<file path="src/rtl/pipeline_hazard_ctrl.sv">
// Stall/flush sequencer for the five-stage pipeline: freeze on memory busywait,
// multi-cycle divide occupancy, branch redirect and load-use interlock.
module pipeline_hazard_ctrl #(
  parameter int unsigned DIV_CYCLES = 32
) (
  input  logic        clk,
  input  logic        rst_n,
  input  logic        imem_busywait_i,
  input  logic        dmem_busywait_i,
  input  logic [4:0]  id_rs1_i,
  input  logic [4:0]  id_rs2_i,
  input  logic        id_uses_rs1_i,
  input  logic        id_uses_rs2_i,
  input  logic [4:0]  ex_rd_i,
  input  logic        ex_mem_read_i,
  input  logic        branch_taken_i,
  input  logic        div_start_i,
  input  logic        clr_stall_count_i,
  output logic        pc_hold_o,
  output logic        if_id_hold_o,
  output logic        id_ex_hold_o,
  output logic        ex_mem_hold_o,
  output logic        mem_wb_hold_o,
  output logic        if_id_flush_o,
  output logic        id_ex_flush_o,
  output logic        ex_mem_flush_o,
  output logic        div_busy_o,
  output logic [15:0] stall_count_o
);

  typedef enum logic {
    S_RUN      = 1'b0,
    S_DIV_BUSY = 1'b1
  } state_e;

  localparam logic [15:0] DIV_LOAD = 16'(DIV_CYCLES - 32'd2);

  state_e      state_q, state_d;
  logic [15:0] cnt_q, cnt_d;
  logic [15:0] stall_cnt_q, stall_cnt_d;

  logic freeze;
  logic div_occupy;
  logic rs1_hit;
  logic rs2_hit;
  logic load_use;

  assign freeze     = imem_busywait_i | dmem_busywait_i;
  assign div_occupy = ((state_q == S_DIV_BUSY) && (cnt_q != 16'd0)) ||
                      ((state_q == S_RUN) && div_start_i);
  assign rs1_hit    = id_uses_rs1_i && (id_rs1_i == ex_rd_i);
  assign rs2_hit    = id_uses_rs2_i && (id_rs2_i == ex_rd_i);
  assign load_use   = ex_mem_read_i && (ex_rd_i != 5'd0) && (rs1_hit || rs2_hit);

  // Priority resolution of the hazard rules and next-state of the divide sequencer
  always_comb begin
    state_d        = state_q;
    cnt_d          = cnt_q;
    pc_hold_o      = 1'b0;
    if_id_hold_o   = 1'b0;
    id_ex_hold_o   = 1'b0;
    ex_mem_hold_o  = 1'b0;
    mem_wb_hold_o  = 1'b0;
    if_id_flush_o  = 1'b0;
    id_ex_flush_o  = 1'b0;
    ex_mem_flush_o = 1'b0;
    if (!rst_n || freeze) begin
      // Reset and busywait both park every stage; sequencer state is untouched.
      pc_hold_o     = 1'b1;
      if_id_hold_o  = 1'b1;
      id_ex_hold_o  = 1'b1;
      ex_mem_hold_o = 1'b1;
      mem_wb_hold_o = 1'b1;
    end else if (div_occupy) begin
      pc_hold_o      = 1'b1;
      if_id_hold_o   = 1'b1;
      id_ex_hold_o   = 1'b1;
      ex_mem_flush_o = 1'b1;
      if (state_q == S_RUN) begin
        state_d = S_DIV_BUSY;
        cnt_d   = DIV_LOAD;
      end else begin
        cnt_d = cnt_q - 16'd1;
      end
    end else if (state_q == S_DIV_BUSY) begin
      // Release cycle: EX/MEM captures the divider result, new DIV_START ignored.
      state_d = S_RUN;
    end else if (branch_taken_i) begin
      if_id_flush_o = 1'b1;
      id_ex_flush_o = 1'b1;
    end else if (load_use) begin
      pc_hold_o     = 1'b1;
      if_id_hold_o  = 1'b1;
      id_ex_flush_o = 1'b1;
    end else begin
      state_d = state_q;
    end
  end

  // Saturating stall-cycle counter, clear wins over increment
  always_comb begin
    stall_cnt_d = stall_cnt_q;
    if (clr_stall_count_i) begin
      stall_cnt_d = 16'd0;
    end else if (pc_hold_o && (stall_cnt_q != 16'hFFFF)) begin
      stall_cnt_d = stall_cnt_q + 16'd1;
    end else begin
      stall_cnt_d = stall_cnt_q;
    end
  end

  // State, divide down-counter and stall counter registers
  always_ff @(posedge clk or negedge rst_n) begin
    if (!rst_n) begin
      state_q     <= S_RUN;
      cnt_q       <= 16'd0;
      stall_cnt_q <= 16'd0;
    end else begin
      state_q     <= state_d;
      cnt_q       <= cnt_d;
      stall_cnt_q <= stall_cnt_d;
    end
  end

  assign div_busy_o    = (state_q == S_DIV_BUSY);
  assign stall_count_o = stall_cnt_q;

endmodule

</file>
<file path="config.mk">
export PLATFORM = sky130hd
export DESIGN_NAME = pipeline_hazard_ctrl
export DESIGN_NICKNAME = d
export VERILOG_FILES = /design/src/rtl/pipeline_hazard_ctrl.sv
export SDC_FILE = /design/constraint.sdc
export NUM_CORES = 1
export LEC_CHECK = 0
export CORE_MARGIN = 3
export CORE_UTILIZATION = 45
export DETAILED_ROUTE_END_ITERATION = 12
export GPL_ROUTABILITY_DRIVEN = 1
export PLACE_DENSITY = 0.76
export SLEW_MARGIN = 20
export SYNTH_ARGS = -nofsm -noshare
export SYNTH_HDL_FRONTEND = slang
export SYNTH_SLANG_ARGS = --single-unit
</file>
<file path="constraint.sdc">
create_clock -name clk -period 1.9 [get_ports clk]
set_input_delay 0.19 -clock clk [delete_from_list [all_inputs] [get_ports clk]]
set_output_delay 0.19 -clock clk [all_outputs]
set_load 0.03 [all_outputs]
</file>
Yosys cells after proc, flatten, opt, wreduce, memory -nomap -nowiden:

Index checks and enable logic that the tools add are counted.

* register bits: 33
* input port bits: 25
* output and inout bits: 25
* word-level logic and storage cells: 46

* add/sub/neg operators: 2
* eq/ne operators: 3
* mux-type cells: 20
* bitwise gates (word level): 3
* reduce and logical (&&, ||, !) cells: 15

Operators by type and width (count)
* 16-bit two-way mux: 3
* 1-bit two-way mux: 17
* 16-bit by 1-bit adder with 16-bit output (second input constant): 1
* 16-bit != test (second input constant): 1
* 16-bit nonzero test: 1
* 16-bit by 1-bit subtractor with 16-bit output (second input constant): 1
* 5-bit == test: 2
* 1-bit logical AND: 7
* 5-bit nonzero test: 1
* 1-bit logical OR: 3
* 1-bit inverter: 2
* 2-bit AND reduction: 1
* 2-bit nonzero test: 1
* 1-bit zero test: 1
* 1-bit OR: 1

Longest topological paths before layout:

Gate-level depths: netlist of run 1.

* depth in word-level cells: 12
* mapped depth: 10
* depth with buffers taken out: 9

Least setup slack after synthesis of run 1:

OpenSTA, ideal clock, no wires.

* kind: flip-flop to flip-flop
* from: reg state_q (netlist: div_busy_o)
* to: reg stall_cnt_q[9] (netlist: stall_count_o[9])
* setup time: 0.128 ns
* data arrival time: 2.216 ns
* path slack: -0.444 ns
* cell stages (with the launch flop): 9
* clock period less this slack: 2.344 ns
* path through: dfrtp_1 > clkbuf_1 > nand2_1 > and4b_1 > a21oi_2 > a31oi_4 > buf_6 > nor4_1 > mux2_1

* word-level cells in the longest chain between the ends: 7
* elaborated cells on any way between the ends: 9

Ends and longest elaborated chain
* start: declaration: RTL line 38 `state_e state_q, state_d;`
* start signal: assignment: RTL line 119 `state_q <= state_d;`
* 1-bit inverter
* 1-bit logical AND: RTL line 50 `((state_q == S_RUN) && div_start_i);`
* 1-bit logical OR: RTL line 49 `assign div_occupy = ((state_q == S_DIV_BUSY) && (cnt_q != 16'd0)) ||`
* 1-bit two-way mux *: RTL line 74 `end else if (div_occupy) begin`
* 1-bit two-way mux *: RTL line 67 `if (!rst_n || freeze) begin`
* 1-bit logical AND *: RTL line 105 `end else if (pc_hold_o && (stall_cnt_q != 16'hFFFF)) begin`
* 2-bit nonzero test (no line) *
* end signal: assignment: RTL line 121 `stall_cnt_q <= stall_cnt_d;`
* end: declaration: RTL line 40 `logic [15:0] stall_cnt_q, stall_cnt_d;`

Every way passes the cells marked *; elsewhere a longest branch is shown, timed or not.
A chain may end at the register's enable or synchronous reset.

Worst setup path after layout of run 1:

* from: reg cnt_q[0]
* to: out ex_mem_flush_o

* word-level cells in the longest chain between the ends: 5

Ends and longest elaborated chain
* start: declaration: RTL line 39 `logic [15:0] cnt_q, cnt_d;`
* start signal: assignment: RTL line 120 `cnt_q <= cnt_d;`
* 16-bit nonzero test: RTL line 49
* 1-bit logical AND: RTL line 49
* 1-bit logical OR: RTL line 49
* 1-bit two-way mux: RTL line 74
* 1-bit two-way mux: RTL line 67
* end: declaration: RTL line 26 `output logic ex_mem_flush_o,`

Every way passes these cells.

==> impl_metrics.env, run 1 <==
export IMPL_cts_buffer_depth=2
export IMPL_ys_seq_area_share_pct=39.7
export IMPL_dpl_worst_slack_ns=-0.705
export IMPL_tightest_slew_ns=0.556
export IMPL_syn_area_per_cell_um2=8.70
export IMPL_layout_common_cells="buf_4, clkdlybuf4s50_1, dfrtp_1"
export IMPL_place_area_um2=3010
export IMPL_drc=0
export IMPL_layout_commonest_cell="buf_4"
export IMPL_overflow=0
export IMPL_cts_root_buf="clkbuf_8"
export IMPL_synth_seq_cells=33
export IMPL_path_buf_inv=5
export IMPL_nFillCells=255
export IMPL_drive_above_1_share_pct=41.6
export IMPL_drtIter0Drc=260
export IMPL_cp_num_cells=9
export IMPL_status="finished, violations left"
export IMPL_initial_core_util_pct=47.1
export IMPL_cts_reportedPaths_clkPinSlew_ns=0.07
export IMPL_cts_tree="built"
export IMPL_setup_ws_ns=-0.249
export IMPL_max_freq_ghz=0.465
export IMPL_syn_nets=267
export IMPL_endpoint_kind="output port"
export IMPL_cts_buffers=5
export IMPL_grt_antenna_before_repair=0
export IMPL_syn_to_final_growth_pct=68.8
export IMPL_hpwl_um=4310
export IMPL_finClkSkew_ns=0.00726
export IMPL_slew_viol_final=0
export IMPL_synth_edf_count=0
export IMPL_fp_row_count=24
export IMPL_r2r_start="cnt_q[14]$_DFFE_PN0P_"
export IMPL_wl_per_cell_um=19.5
export IMPL_total_leakage_power_nw=1.46
export IMPL_yosys_warnings=0
export IMPL_hold_viol_final=0
export IMPL_grt_busiest_layer="met2"
export IMPL_worstPathRequired_ns=1.71
export IMPL_rsz0062_at_grt="true"
export IMPL_syn_inst=239
export IMPL_die_y_um=74.0
export IMPL_cts_max_level=2
export IMPL_setup_viol=36
export IMPL_crit_end="ex_mem_flush_o"
export IMPL_critical_path_slowest_cell="dfrtp_1"
export IMPL_start_kind="register"
export IMPL_setup_tns_final_ns=-5.66
export IMPL_crit_family="buffers and inverters"
export IMPL_final_util_pct=79.5
export IMPL_die_width_um=74.0
export IMPL_pin_count=50
export IMPL_timing_final_crit_share_pct=113
export IMPL_powerDensity_nw_per_um2=659
export IMPL_grt_pass1_vias=2141
export IMPL_synth_area_um2=2080
export IMPL_nets=373
export IMPL_critPathKind="reg2out"
export IMPL_worstRegToRegCells=8
export IMPL_grt_usage_pct=23.6
export IMPL_grt_max_degree=34
export IMPL_synth_cell_types=48
export IMPL_startpoint="cnt_q[0]$_DFFE_PN0P_"
export IMPL_r2r_end="stall_count_o[3]$_DFFE_PN0P_"
export IMPL_finalCriticalPeriod_ns=2.15
export IMPL_routed_wirelength_um=7780
export IMPL_maxCapViolCount=0
export IMPL_worst_path_most_repeated_cell="buf_6"
export IMPL_ir_drop_v=0.000642
export IMPL_dieArea_um2=5470
export IMPL_synth_async_reset_ratio_pct=100
export IMPL_synth_ff_type="dfrtp_1"
export IMPL_via_count=2482
export IMPL_grt_use_met1_pct=32.4
export IMPL_worstPathArrival_ns=1.96
export IMPL_hp_class="in2async"
export IMPL_viasPerCell=6.24
export IMPL_clock_sinks=33
export IMPL_clock_latency_ns=0.29
export IMPL_worstPathCellList="inv_2 -> ha_4 -> nand2_2 -> and4b_2 -> buf_4 -> a211o_4 -> inv_4 -> buf_6 -> buf_6"
export IMPL_use_met3_pct=5.27
export IMPL_core_area_um2=4410
export IMPL_slew_headroom_pct=62.9
export IMPL_worstPathMaxFanout=3
export IMPL_hold_slack_ns=0.159
export IMPL_use_met2_pct=37.9
export IMPL_firstDrtPassIters=7
export IMPL_cp_slowest_stage_delay_ns=0.37
export IMPL_num_antenna_cells=0
export IMPL_io_buffer_count=49
export IMPL_r2r_slack_ns=-0.24
export IMPL_violations="setup timing"
export IMPL_ant_nets=0
export IMPL_grt_pass1_wl_um=10100
export IMPL_final_area_um2=3510
export IMPL_gp_congestion=0.845
==> state kept, by name (all words and copies together), names as in the netlist <==
signal and flops:
cnt_q 16, div_busy_o 1, stall_count_o 16
==> where the power goes <==
part / total (mW) / internal [mW] / switching (mW)
registers: 0.854 / 0.790 / 0.0638
logic: 0.920 / 0.449 / 0.471
clock network: 0.537 / 0.254 / 0.282
==> cells in the mapped netlist, types with 2 or more instances <==
cell	number	area share, %
and3_1	5	1.5
buf_6	2	1.1
inv_1	4	0.72
mux2_2	2	1.1
or2_2	2	0.60
nand3_1	8	1.9
o31ai_1	9	3.3
inv_2	2	0.36
mux2_1	3	1.6
nor4_1	5	1.5
or4_1	8	2.9
xnor2_1	10	4.2
clkbuf_1	6	1.1
nand4_1	6	1.8
nand2_1	19	3.4
nor3_1	9	2.2
nor2_1	23	4.2
o41ai_1	4	1.7
buf_4	2	0.72
dfrtp_1	33	40
buf_2	5	1.2
nor2b_1	6	1.8
or3_1	5	1.5
ha_1	3	1.8
o21ai_0	13	3.1
a21oi_1	19	4.6
o21ai_1	2	0.48
a31oi_1	3	0.90
mux2i_1	2	0.96
==> final cells by class <==
| class | instances | area (µm²) | share of cell area, % |
|---|---|---|---|
| Inverter | 6 | 32.5 | 0.927 |
| Multi-Input combinational cell | 184 | 1440 | 41.0 |
| Sequential cell | 33 | 830 | 23.6 |
| Clock inverter | 2 | 10.0 | 0.285 |
| Clock buffer | 6 | 72.6 | 2.07 |
| Tap cell | 52 | 65.1 | 1.85 |
| Timing Repair Buffer | 115 | 1060 | 30.2 |
==> worst register-to-register path, stage by stage, from the launching register on <==
cell and delay (ns):
dfrtp_1 0.42, nor4_4 0.33, and4b_2 0.32, a21oi_4 0.08, a31oi_4 0.31, inv_8 0.07
buf_4 0.15, nand3_2 0.07, mux2_4 0.29
==> what timing repair did <==
item                                    in CTS  in global routing
hold buffers                                 0                  0
resized for setup                           54                 52
pin swaps                                    9                 14
hold endpoints to repair                     0                  0
buffers inserted                             7                  8
endpoints found under the setup margin      37                 35
gates cloned                                 1                  2
==> per-layer routing <==
metal | part of all wire, % | vias up
met2 | 49 | 157
li1 | - | 1086
met4 | 3.0 | 0
met1 | 39 | 1207
met3 | 8.6 | 32
met5 | 0 | -
==> worst min-delay path by stage <==
stage	startpoint	endpoint	slack [ns]	depth (start not counted)
floorplan	rst_n	cnt_q[0]$_DFFE_PN0P_	-0.11	0
global placement	cnt_q[8]$_DFFE_PN0P_	cnt_q[8]$_DFFE_PN0P_	0.49	2
detailed placement	cnt_q[5]$_DFFE_PN0P_	cnt_q[5]$_DFFE_PN0P_	0.50	2
CTS	rst_n	cnt_q[5]$_DFFE_PN0P_	0.18	2
global route	rst_n	cnt_q[12]$_DFFE_PN0P_	0.19	2
finish	rst_n	cnt_q[12]$_DFFE_PN0P_	0.16	2
==> kinds of logic after synthesis <==
logic type      after synthesis  share of synthesized area (%)
simple gates                105                           26.9
compound gates               59                           18.2
mux                           7                           3.67
buf+inv                      22                           5.42
fa+ha+maj                     3                           1.81
flops                        33                           39.7
xor+xnor                     10                           4.21
==> stage by stage <==
step | power, mW | instances
2_1_floorplan | 1.19 | 239
3_3_place_gp | 1.49 | 377
3_5_place_dp | 1.51 | 377
4_1_cts | 2.12 | 393
5_1_grt | 2.40 | 398
6_report | 2.31 | 398
No activity file was read; power rests on OpenSTA's default activity.
==> run 2: changes to the inputs <==
--- a/config.mk
+++ b/config.mk
@@ -10,6 +10,7 @@
 export DETAILED_ROUTE_END_ITERATION = 12
 export GPL_ROUTABILITY_DRIVEN = 1
 export PLACE_DENSITY = 0.76
+export SETUP_SLACK_MARGIN = 0.2
 export SLEW_MARGIN = 20
 export SYNTH_ARGS = -nofsm -noshare
 export SYNTH_HDL_FRONTEND = slang
==> run 2 against run 1 <==
  * The flow still finishes with violations (setup timing)
  * Via count rose by 3.1%
  * Sequential power barely moved
  * Largest power group unchanged
  * Largest cell class unchanged
  * First-iteration DRC count rose by 9.2%
  * Maximum frequency fell by 4.4%
  * Non-clock buffer count rose by 4
==> impl_metrics.env, run 2 (same netlist as run 1, synthesis figures left out) <==
export IMPL_status="finished, violations left"
export IMPL_violations="setup timing"
export IMPL_layout_common_cells="buf_4, dfrtp_1, clkdlybuf4s50_1"
export IMPL_timing_final_crit_share_pct=118
export IMPL_max_freq_ghz=0.445
export IMPL_slew_viol_final=0
export IMPL_dieArea_um2=5470
export IMPL_io_buffer_count=49
export IMPL_die_width_um=74.0
export IMPL_combPwrFrac_pct=38.9
export IMPL_firstDrtPassIters=5
export IMPL_clockPowerShare_pct=25.8
export IMPL_grt_pass1_wl_um=11500
export IMPL_grt_max_degree=34
export IMPL_drtIter0Drc=284
export IMPL_finClkSkew_ns=0.0113
export IMPL_cts_max_level=2
export IMPL_final_cells=402
export IMPL_layout_commonest_cell="buf_4"
export IMPL_tightest_slew_ns=0.560
export IMPL_num_antenna_cells=0
export IMPL_worstPathMaxFanout=5
export IMPL_overflow=0
export IMPL_slew_headroom_pct=62.6
export IMPL_viasPerCell=6.36
export IMPL_hold_slack_ns=0.0962
export IMPL_final_area_um2=3680
export IMPL_rsz0062_at_grt="true"
export IMPL_worstPathRequired_ns=2.11
export IMPL_setup_ws_ns=-0.347
export IMPL_start_kind="register"
export IMPL_startpoint="cnt_q[0]$_DFFE_PN0P_"
export IMPL_maxCapViolCount=0
export IMPL_via_count=2558
export IMPL_fp_row_count=24
export IMPL_die_y_um=74.0
export IMPL_seqPwrFrac_pct=35.3
export IMPL_endpoint_kind="register"
export IMPL_setup_viol=35
export IMPL_final_util_pct=83.3
export IMPL_wl_per_cell_um=21.4
export IMPL_ant_nets=0
export IMPL_finalCriticalPeriod_ns=2.25
export IMPL_cts_root_buf="clkbuf_8"
export IMPL_power_switching_mw=0.854
export IMPL_clock_latency_ns=0.29
export IMPL_p_int_mw=1.56
export IMPL_worstPathArrival_ns=2.46
export IMPL_hold_viol_final=0
export IMPL_gp_congestion=0.782
export IMPL_total_leakage_power_nw=1.58
export IMPL_r2r_start="cnt_q[0]$_DFFE_PN0P_"
export IMPL_hold_buffers=0
export IMPL_syn_to_final_growth_pct=76.9
export IMPL_core_area_um2=4410
export IMPL_drc=0
export IMPL_worstRegToRegCells=10
export IMPL_place_area_um2=3080
export IMPL_critPathKind="reg2reg"
export IMPL_clock_sinks=33
export IMPL_cts_buffer_depth=2
export IMPL_grt_pass1_vias=2405
export IMPL_r2r_slack_ns=-0.35
export IMPL_drive_above_1_share_pct=46.9
export IMPL_nFillCells=226
export IMPL_finalPower_mw=2.41
export IMPL_grt_usage_pct=27.4
export IMPL_cts_buffers=5
export IMPL_r2r_end="stall_count_o[10]$_DFFE_PN0P_"
export IMPL_routed_wirelength_um=8610
export IMPL_cts_reportedPaths_clkPinSlew_ns=0.08
export IMPL_setup_tns_final_ns=-7.07
export IMPL_dpl_worst_slack_ns=-0.691
export IMPL_grt_antenna_before_repair=0
export IMPL_initial_core_util_pct=47.1
export IMPL_pin_count=50
export IMPL_p_sw_share_pct=35.4
export IMPL_hp_class="in2async"
export IMPL_hpwl_um=4430
export IMPL_cts_tree="built"
export IMPL_powerDensity_nw_per_um2=656
export IMPL_nets=377
export IMPL_dp_cells=377
export IMPL_ir_drop_v=0.000714
## run 2: how the worst max path moves through the flow
stage,slack (ns),end
final,-0.35,stall_count_o[10]$_DFFE_PN0P_
after global placement,-0.65,if_id_hold_o
after floorplan,-0.21,stall_count_o[6]$_DFFE_PN0P_
after global routing,-0.41,stall_count_o[10]$_DFFE_PN0P_
after CTS,-0.25,ex_mem_flush_o
after detailed placement,-0.69,if_id_hold_o
## run 2: final cells by class
| class | count | area, µm² | share of cell area, % |
|---|---|---|---|
| sequential | 33 | 830 | 22.6 |
| tap | 52 | 65.1 | 1.77 |
| timing repair buffer | 119 | 1150 | 31.3 |
| multi-input combinational | 184 | 1490 | 40.6 |
| clock inverter | 1 | 5.00 | 0.136 |
| inverter | 6 | 37.5 | 1.02 |
| clock buffer | 7 | 96.3 | 2.62 |
## run 2: power groups by stage
stage / Combinational, mW / Sequential (mW) / Clock [mW]
6_report: 0.940 / 0.852 / 0.622
5_1_grt: 0.987 / 0.862 / 0.633
4_1_cts: 0.764 / 0.839 / 0.601
3_5_place_dp: 0.685 / 0.846 / 0
3_3_place_gp: 0.666 / 0.844 / 0
2_1_floorplan: 0.328 / 0.887 / 0
## run 2: repair_timing
item	in CTS	in global routing
pin swaps	16	29
endpoints found under the setup margin	42	39
resized for setup	94	40
cloned	1	2
buffers inserted	11	3
## run 2: worst max-delay path: stages, from the launching register on
cell     delay, ns
dfrtp_1       0.37
inv_2         0.06
ha_4          0.15
nand2_2       0.04
and4b_2       0.25
a21oi_4       0.19
a31oi_4       0.09
buf_6         0.17
buf_16        0.13
or4_1         0.52
a21oi_1       0.20
## run 2: per-layer routing
metal  routed length (µm)  up-vias  track usage [%]  part of all wire [%]
li1                     -     1100                -                     -
met5                    0        -                0                     0
met3                  661       49             5.14                   7.7
met1                 3310     1230             34.2                    38
met4                  431        0             9.46                   5.0
met2                 4200      179             47.3                    49
==> run 3: changes to the inputs <==
--- a/config.mk
+++ b/config.mk
@@ -5,10 +5,9 @@
 export SDC_FILE = /design/constraint.sdc
 export NUM_CORES = 1
 export LEC_CHECK = 0
-export CORE_MARGIN = 3
 export CORE_UTILIZATION = 45
 export DETAILED_ROUTE_END_ITERATION = 12
-export GPL_ROUTABILITY_DRIVEN = 1
+export GPL_ROUTABILITY_DRIVEN = 0
 export PLACE_DENSITY = 0.76
 export SETUP_SLACK_MARGIN = 0.2
 export SLEW_MARGIN = 20
==> run 3 against run 2 <==
  * The flow still finishes with violations (setup timing)
  * Routed wire length is 3.1% higher
  * First-iteration DRC count is 6.0% higher
  * Cell count is 0.25% higher
  * Clock-buffer cell count is 2 lower
  * Setup slack better by 0.0092 ns
  * Worst hold slack better by 0.051 ns
  * Die area is 11% lower
  * Global-route usage is 2.9 points higher
  * Power is 4.4% higher
  * Utilization is 2.3 points higher
  * Critical path type unchanged
==> impl_metrics.env, run 3 (same netlist as run 1, synthesis figures left out) <==
export IMPL_status="finished, violations left"
export IMPL_violations="setup timing"
export IMPL_use_met2_pct=50.9
export IMPL_grt_antenna_before_repair=0
export IMPL_use_met3_pct=7.07
export IMPL_wl_per_cell_um=22.0
export IMPL_grt_max_degree=34
export IMPL_layout_commonest_cell="buf_4"
export IMPL_drtIter0Drc=301
export IMPL_io_buffer_count=49
export IMPL_grt_pass1_wl_um=11600
export IMPL_syn_to_final_growth_pct=80.7
export IMPL_power_switching_mw=0.888
export IMPL_worstRegToRegCells=11
export IMPL_cts_buffers=5
export IMPL_via_count=2624
export IMPL_cts_reportedPaths_clkPinSlew_ns=0.08
export IMPL_viasPerCell=6.51
export IMPL_combPwrFrac_pct=38.1
export IMPL_firstDrtPassIters=5
export IMPL_layout_common_cells="buf_4, dfrtp_1, nor2_1, clkdlybuf4s50_1, dlymetal6s2s_1"
export IMPL_clock_latency_ns=0.29
export IMPL_fp_row_count=24
export IMPL_maxCapViolCount=0
export IMPL_worstPathRequired_ns=2.10
export IMPL_final_util_pct=85.6
export IMPL_nets=378
export IMPL_hold_buffers=0
export IMPL_ant_nets=0
export IMPL_multi_input_area_um2=1550
export IMPL_critPathKind="reg2reg"
export IMPL_timing_final_crit_share_pct=118
export IMPL_cts_tree="built"
export IMPL_max_freq_ghz=0.447
export IMPL_setup_tns_final_ns=-7.59
export IMPL_setup_viol=36
export IMPL_slew_headroom_pct=54.5
export IMPL_clockPowerShare_pct=27.8
export IMPL_cts_root_buf="clkbuf_8"
export IMPL_tightest_slew_ns=0.681
export IMPL_grt_busiest_layer="met2"
export IMPL_nFillCells=218
export IMPL_hpwl_um=4300
export IMPL_die_y_um=70.0
export IMPL_rsz0062_at_grt="true"
export IMPL_routed_wirelength_um=8880
export IMPL_hold_slack_ns=0.147
export IMPL_hold_viol_final=0
export IMPL_pin_count=50
export IMPL_total_leakage_power_nw=1.68
export IMPL_clock_sinks=33
export IMPL_powerDensity_nw_per_um2=671
export IMPL_grt_use_met1_pct=36.6
export IMPL_cts_max_level=2
export IMPL_finalCriticalPeriod_ns=2.24
export IMPL_finClkSkew_ns=0.0101
export IMPL_drive_above_1_share_pct=47.6
export IMPL_overflow=0
export IMPL_grt_pass1_vias=2462
export IMPL_start_kind="register"
export IMPL_slew_viol_final=0
export IMPL_worstPathArrival_ns=2.44
export IMPL_seqPwrFrac_pct=34.1
export IMPL_setup_ws_ns=-0.338
export IMPL_core_area_um2=4380
export IMPL_hp_class="in2async"
export IMPL_num_antenna_cells=0
export IMPL_p_int_mw=1.63
export IMPL_seqCellArea_um2=830
export IMPL_die_width_um=70.0
export IMPL_drc=0
export IMPL_initial_core_util_pct=47.4
export IMPL_dieArea_um2=4890
export IMPL_p_sw_share_pct=35.2
export IMPL_grt_usage_pct=30.2
export IMPL_endpoint_kind="register"
export IMPL_worstPathMaxFanout=8
export IMPL_ir_drop_v=0.000639
export IMPL_cts_buffer_depth=2
-- run 3: cell count changes in the layout (fill, tap and decap cells not counted), moves of 4 or more --
cell / before / now
nor4_4: 0 / 4
buf_4: 52 / 61
dlymetal6s2s_1: 5 / 16
clkbuf_2: 1 / 5
dlygate4sd2_1: 9 / 1
clkdlybuf4s15_2: 4 / 0
buf_6: 18 / 11
-- run 3: power by group through the flow --
stage | combinational [mW] | clock, mW | sequential [mW]
floorplan | 0.328 | 0 | 0.887
global placement | 0.667 | 0 | 0.843
detailed placement | 0.696 | 0 | 0.845
CTS | 0.773 | 0.690 | 0.837
global route | 1.01 | 0.727 | 0.864
finish | 0.961 | 0.699 | 0.859
-- run 3: worst paths after layout --
kind                                      start                     end  slack [ns]
setup / recovery           cnt_q[0]$_DFFE_PN0P_   cnt_q[15]$_DFFE_PN0P_       -0.34
hold / removal                            rst_n   cnt_q[11]$_DFFE_PN0P_        0.15
setup reg to reg           cnt_q[0]$_DFFE_PN0P_   cnt_q[15]$_DFFE_PN0P_       -0.34
hold reg to reg            cnt_q[5]$_DFFE_PN0P_    cnt_q[5]$_DFFE_PN0P_        0.56
max in group asynchronous                 rst_n  div_busy_o$_DFFE_PN0P_        1.39
min in group clk                imem_busywait_i  div_busy_o$_DFFE_PN0P_        0.46
-- run 3: final cells by class --
type                       instances  area share, %
sequential                        33           22.1
timing repair buffer             120           30.9
tap                               52           1.73
multi-input combinational        184           41.2
clock buffer                       5           1.83
clock inverter                     3           1.23
inverter                           6           1.00
-- run 3: metal layers --
| metal | part of all wire [%] | vias up |
|---|---|---|
| li1 | - | 1095 |
| met4 | 4.1 | 0 |
| met1 | 37 | 1273 |
| met5 | 0 | - |
| met3 | 9.3 | 46 |
| met2 | 50 | 210 |
-- run 3: what timing repair did --
item | CTS | global route
endpoints found under the setup margin | 41 | 41
resized for setup | 81 | 62
cloned | 2 | 1
setup buffers | 9 | 7
pin swaps | 18 | 30
-- run 3: metrics by stage --
| stage | total power [mW] | cell area (µm²) | setup WS [ns] | std cells |
|---|---|---|---|---|
| 3_3_place_gp | 1.51 | 3060 | -0.671 | 376 |
| 4_1_cts | 2.30 | 3470 | -0.218 | 395 |
| 5_1_grt | 2.60 | 3750 | -0.365 | 403 |
| 2_1_floorplan | 1.22 | 2250 | -0.214 | 239 |
| 6_report | 2.52 | 3750 | -0.338 | 403 |
| 3_5_place_dp | 1.54 | 3060 | -0.734 | 376 |
-- run 3: worst max-delay path, stage by stage (launching register included) --
cell	delay (ns)
dfrtp_1	0.39
inv_2	0.08
ha_4	0.16
nand2_2	0.06
and4b_2	0.25
buf_4	0.15
a211o_4	0.36
buf_8	0.16
buf_12	0.14
nor2_2	0.08
mux2i_1	0.10
o21ai_1	0.21
